===== config.mk =====
export PLATFORM = sky130hd
export DESIGN_NAME = dma_desc_sched
export DESIGN_NICKNAME = d
export VERILOG_FILES = /design/src/rtl/dma_desc_sched.sv
export SDC_FILE = /design/constraint.sdc
export NUM_CORES = 1
export LEC_CHECK = 0
export ABC_AREA = 0
export CAP_MARGIN = 40
export CORE_MARGIN = 5
export CORE_UTILIZATION = 35
export CTS_BUF_LIST = sky130_fd_sc_hd__clkbuf_2 sky130_fd_sc_hd__clkbuf_4 sky130_fd_sc_hd__clkbuf_8
export DETAILED_ROUTE_END_ITERATION = 10
export PLACE_DENSITY_LB_ADDON = 0.08
export SYNTH_ARGS = -nofsm -noshare
export SYNTH_HDL_FRONTEND = slang
export SYNTH_SLANG_ARGS = --single-unit

===== constraint.sdc =====
create_clock -name clk -period 5.7 [get_ports clk]
set_input_delay 1.14 -clock clk [delete_from_list [all_inputs] [get_ports clk]]
set_output_delay 1.14 -clock clk [all_outputs]
set_load 0.005 [all_outputs]

===== src/rtl/dma_desc_sched.sv =====
// dma_desc_sched: descriptor FIFO + issue FSM driving dma_transfer; `DMA_SCHED_SKIP_ZERO_EN retires zero-length descriptors without issuing them.
`ifndef AXI_ADDR_W
`define AXI_ADDR_W 32
`endif
module dma_desc_sched #(
  parameter int AXI_ADDR_W = `AXI_ADDR_W,
  parameter int LEN_W = 16,
  parameter int DEPTH_LOG2 = 2
) (
  input  logic                  clk,
  input  logic                  rst,
  input  logic                  push_valid,
  output logic                  push_ready,
  input  logic [AXI_ADDR_W-1:0] push_addr,
  input  logic [LEN_W-1:0]      push_len,
  input  logic                  push_rnw,
  output logic [AXI_ADDR_W-1:0] dma_addr,
  output logic [LEN_W-1:0]      dma_length,
  output logic                  dma_rnw,
  output logic                  dma_start,
  input  logic                  dma_ready,
  output logic                  busy,
  output logic [DEPTH_LOG2:0]   level,
  output logic                  done,
  output logic [7:0]            done_count
);
  localparam int DEPTH = 1 << DEPTH_LOG2;
  typedef enum logic [1:0] {IDLE, ISSUE, WAIT_BUSY, WAIT_DONE} state_t;
  state_t state;
  logic [AXI_ADDR_W-1:0] addr_mem [DEPTH];
  logic [LEN_W-1:0] len_mem [DEPTH];
  logic [DEPTH-1:0] rnw_mem;
  logic [DEPTH_LOG2:0] wr_ptr, rd_ptr;
  logic [DEPTH_LOG2-1:0] wr_idx, rd_idx;
  logic full, empty, push, pop, skip;
  assign wr_idx = wr_ptr[DEPTH_LOG2-1:0];
  assign rd_idx = rd_ptr[DEPTH_LOG2-1:0];
  assign empty = wr_ptr == rd_ptr;
  assign full = (wr_ptr ^ rd_ptr) == {1'b1, {DEPTH_LOG2{1'b0}}};
  assign push_ready = !full;
  assign push = push_valid && !full;
  assign pop = state == IDLE && !empty;
  assign level = wr_ptr - rd_ptr;
  assign busy = state != IDLE;
  assign dma_start = state == ISSUE && dma_ready;
`ifdef DMA_SCHED_SKIP_ZERO_EN
  assign skip = len_mem[rd_idx] == '0;
`else
  assign skip = 1'b0;
`endif
  always_ff @(posedge clk)
    if (push) begin
      addr_mem[wr_idx] <= push_addr;
      len_mem[wr_idx] <= push_len;
      rnw_mem[wr_idx] <= push_rnw;
    end
  // dma_* registers are written only on the IDLE load so they stay stable for the whole transfer
  always_ff @(posedge clk or posedge rst)
    if (rst) begin
      state <= IDLE;
      wr_ptr <= '0;
      rd_ptr <= '0;
      dma_addr <= '0;
      dma_length <= '0;
      dma_rnw <= 1'b0;
      done <= 1'b0;
      done_count <= '0;
    end else begin
      if (push) wr_ptr <= wr_ptr + 1'b1;
      if (pop) rd_ptr <= rd_ptr + 1'b1;
      done <= 1'b0;
      case (state)
        IDLE:
          if (pop) begin
            if (skip) begin
              done <= 1'b1;
              done_count <= done_count + 1'b1;
            end else begin
              dma_addr <= addr_mem[rd_idx];
              dma_length <= len_mem[rd_idx];
              dma_rnw <= rnw_mem[rd_idx];
              state <= ISSUE;
            end
          end
        ISSUE: if (dma_ready) state <= WAIT_BUSY;
        WAIT_BUSY: if (!dma_ready) state <= WAIT_DONE;
        WAIT_DONE:
          if (dma_ready) begin
            state <= IDLE;
            done <= 1'b1;
            done_count <= done_count + 1'b1;
          end
        default: state <= IDLE;
      endcase
    end
endmodule


==> out/summary.txt <==
==================================================================================
Crit path capture type                                                 output port
Via count normalized by instance count                                        4.59
Req. time, crit path                                                       4.56 ns
Total power density per cell area                                      565 nW/um^2
Core region area                                                       28500 sq um
Sequential-to-total area share from yosys stat                               75.0%
Number of storage elements in the synthesis netlist                            262
Post CTS Setup Buffer Count                                                      0
Post-DP HPWL                                                               12.8 mm
Distinct cell type count after synthesis                                        29
Number of maximum-capacitance constraint violations                              0
Number of cells upsized or downsized after cts                                   0
Top area cells in the synthesized netlist                             sky130_fd_sc_hd__edfxtp_1, sky130_fd_sc_hd__dfrtp_1, sky130_fd_sc_hd__mux4_2
Starting Density                                                             35.2%
Peak Freq                                                                0.265 GHz
Number of flops mapped to enable cells by yosys                                196
Worst Path Class, Setup                                               register to output port
DRC violations left                                                              0
Warnings, synthesis                                                              0
Run status                                                            finished clean
Unrepaired setup endpoints after global routing                                 no
Average size of a mapped cell                                           22.5 sq um
DRT antenna net count                                                            0
Worst clock skew on the final layout                                     0.0108 ns
Violation count after the first detailed-routing iteration                     173
Number of nets produced by synthesis                                           514
Max-slew headroom                                                            46.3%
Die height                                                             179 microns
Class of the tightest hold or removal check                           register to register
Global-route wire length before repair                                     31.9 mm
Arrival time worst endpoint                                                2.64 ns
Remaining Overflow, GRT                                                          0
Number of hold violations in the final report                                    0
Share of the core filled with cells                                          44.7%
WL per Instance                                                       19.8 microns
Global placer's final weighted congestion                                    0.702
Final Net Count                                                                675
TritonCTS clock tree                                                           yes
Post-route fraction of the period consumed by the critical path              66.3%
CP Cell Sequence                                                      buf_4 > fa_1 > inv_1 > clkdlybuf4s50_1
Cell area after synthesis                                              10000 sq um
Total vias in the final route                                                 4723
Dominant cell type by area after synthesis                            sky130_fd_sc_hd__edfxtp_1
Clock-pin transition on the worst setup and hold timing paths              0.07 ns
Die width                                                              179 microns
Share of final-layout standard cells stronger than drive strength 1          31.0%
CTS sink count                                                                 262
Leakage power                                                              4.67 nW
Worst R2R Setup Slack                                                      2.85 ns
Die Outline Area                                                       32200 sq um
Input/output buffers                                                           116
Row count                                                                       62
Highest cell delay on the worst timing path                                0.63 ns
Area share of the leading cell type in the synthesized netlist               58.6%
Worst path slowest cell                                               sky130_fd_sc_hd__buf_4
Aggregate global-route resource usage                                        12.6%
Number of diodes added for antenna fixing                                        0
Time the worst path needs with I/O delays and setup                        3.78 ns
Async set or reset register ratio after synthesis                            25.2%
CTS H-tree depth                                                                 2
Initial antenna violation count                                                  0
Max-slew violation total from the final report                                   0
Top FF cell, synth                                                    sky130_fd_sc_hd__edfxtp_1
Latest clock arrival within the worst-skew pair                            0.53 ns
Crit Path Max Fanout                                                            52
Worst ir drop on vdd                                                      0.215 mV
Hold_buf cts                                                                     0
Sum Neg Setup Slack                                                           0 ns
Number of buffers inserted during clock tree synthesis                          46
Setup Viol. Count Final                                                          0
Largest net degree at the start of global routing                               53
Vias in the first global route                                                5359
Area added between synthesis and finish                                      26.9%
Root buffer selected by CTS                                           sky130_fd_sc_hd__clkbuf_8
Gate Count Post-Synth                                                          447
Detailed-router iteration count before antenna repair                            4
Count of pins on the block boundary                                            117
Tightest Pin Transition                                                   0.805 ns
Critical path launch point type                                           register
Clock Tree Buf Depth                                                             3
Wire length after detailed routing                                         20.4 mm
==================================================================================
-- synthesized netlist by cell type, types with 4 or more instances --
cell type / count
sky130_fd_sc_hd__clkbuf_1: 7
sky130_fd_sc_hd__mux2_4: 49
sky130_fd_sc_hd__xnor2_1: 6
sky130_fd_sc_hd__and2_1: 5
sky130_fd_sc_hd__mux4_2: 49
sky130_fd_sc_hd__edfxtp_1: 196
sky130_fd_sc_hd__nand2_1: 5
sky130_fd_sc_hd__buf_2: 4
sky130_fd_sc_hd__inv_1: 10
sky130_fd_sc_hd__buf_6: 5
sky130_fd_sc_hd__xor2_1: 6
sky130_fd_sc_hd__mux2_2: 4
sky130_fd_sc_hd__dfrtp_1: 66
sky130_fd_sc_hd__ha_1: 13
-- cell type report --
| cell class | instances | area [sq um] |
|---|---|---|
| sequential | 262 | 7540 |
| multi-input combinational | 157 | 2380 |
| fill | 2527 | 15800 |
| clock inverter | 23 | 181 |
| inverter | 10 | 38.8 |
| tap | 384 | 480 |
| clock buffer | 62 | 772 |
| timing repair buffer | 131 | 1360 |
-- registers in the layout, indices dropped and copies added, names as in the netlist --
name	flops
done_count	8
rd_ptr	3
dma_addr	32
dma_length	16
done	1
rnw_mem	4
len_mem	64
dma_rnw	1
addr_mem	128
wr_ptr	3
state	2
-- cell usage in the layout (no fill, tap or decap), types with 2 or more instances in the layout --
cell	n
sky130_fd_sc_hd__clkbuf_8	49
sky130_fd_sc_hd__ha_1	13
sky130_fd_sc_hd__clkinv_1	11
sky130_fd_sc_hd__nand2_1	5
sky130_fd_sc_hd__nand3_1	2
sky130_fd_sc_hd__clkinv_2	8
sky130_fd_sc_hd__nor2_1	2
sky130_fd_sc_hd__edfxtp_1	196
sky130_fd_sc_hd__bufinv_16	3
sky130_fd_sc_hd__and2_2	3
sky130_fd_sc_hd__mux2_2	4
sky130_fd_sc_hd__inv_1	9
sky130_fd_sc_hd__mux2_4	49
sky130_fd_sc_hd__xnor2_1	6
sky130_fd_sc_hd__clkbuf_4	13
sky130_fd_sc_hd__nor3_1	3
sky130_fd_sc_hd__xor2_1	6
sky130_fd_sc_hd__nand4_1	3
sky130_fd_sc_hd__buf_12	5
sky130_fd_sc_hd__clkinvlp_4	2
sky130_fd_sc_hd__dfrtp_1	64
sky130_fd_sc_hd__buf_4	9
sky130_fd_sc_hd__and2_1	2
sky130_fd_sc_hd__clkdlybuf4s50_1	116
sky130_fd_sc_hd__mux4_2	49
-- layer usage --
layer	up-vias	share of wire [%]	global-route usage, %
met3	40	4.7	2.97
met1	2450	43	16.1
met5	-	0	0
met2	120	50	21.3
met4	0	2.0	3.96
li1	2113	-	-
-- worst max-delay path, delay by kind of cell, from the launching register on --
| kind | cells | cell delay [ns] |
|---|---|---|
| adder cells (fa/ha/maj) | 1 | 0.55 |
| flip-flops | 1 | 0.36 |
| buffers and inverters | 3 | 1.20 |
-- logic make-up after synthesis --
logic type               Yosys count  synth area share (%)
adder cells (fa/ha/maj)           14                  1.82
buffers and inverters             28                  1.51
AO/OA/AOI/OAI                      5                 0.448
flip-flops                       262                  75.0
multiplexers                     103                  18.9
AND/OR/NAND/NOR                   22                  1.13
XOR/XNOR                          13                  1.21
-- path summary, 6_finish.rpt --
check / endpoint / cells past startpoint / startpoint
worst min-delay path: done_count[7] / 1 / done_count[7]
worst max register to register: addr_mem[2][26] / 5 / rd_ptr[0]
worst max-delay path: level[1] / 4 / rd_ptr[1]
worst min register to register: done_count[7] / 1 / done_count[7]
max in group asynchronous: dma_length[7] / 4 / rst
min in group asynchronous: dma_addr[22] / 3 / rst
-- where the power goes --
part           internal (W)  total (W)  switching [W]  leakage (nW)
registers           0.00266    0.00290       0.000240          2.58
logic               0.00149    0.00254        0.00105          1.59
clock network       0.00102    0.00176       0.000745         0.499
-- per-stage QoR --
step | std cells | worst slack, ns | cell area [sq um] | power, W | hold slack (ns)
final | 1029 | 1.92 | 12700 | 0.00720 | 0.471
after detailed placement | 944 | 2.19 | 11800 | 0.00555 | 0.467
after floorplan | 447 | 1.40 | 10000 | 0.00450 | 0.465
after global routing | 1029 | 1.72 | 12700 | 0.00762 | 0.515
after global placement | 938 | 1.92 | 11700 | 0.00545 | 0.463
after CTS | 1029 | 1.81 | 12700 | 0.00736 | 0.477
(Power assumes the default switching activity.)
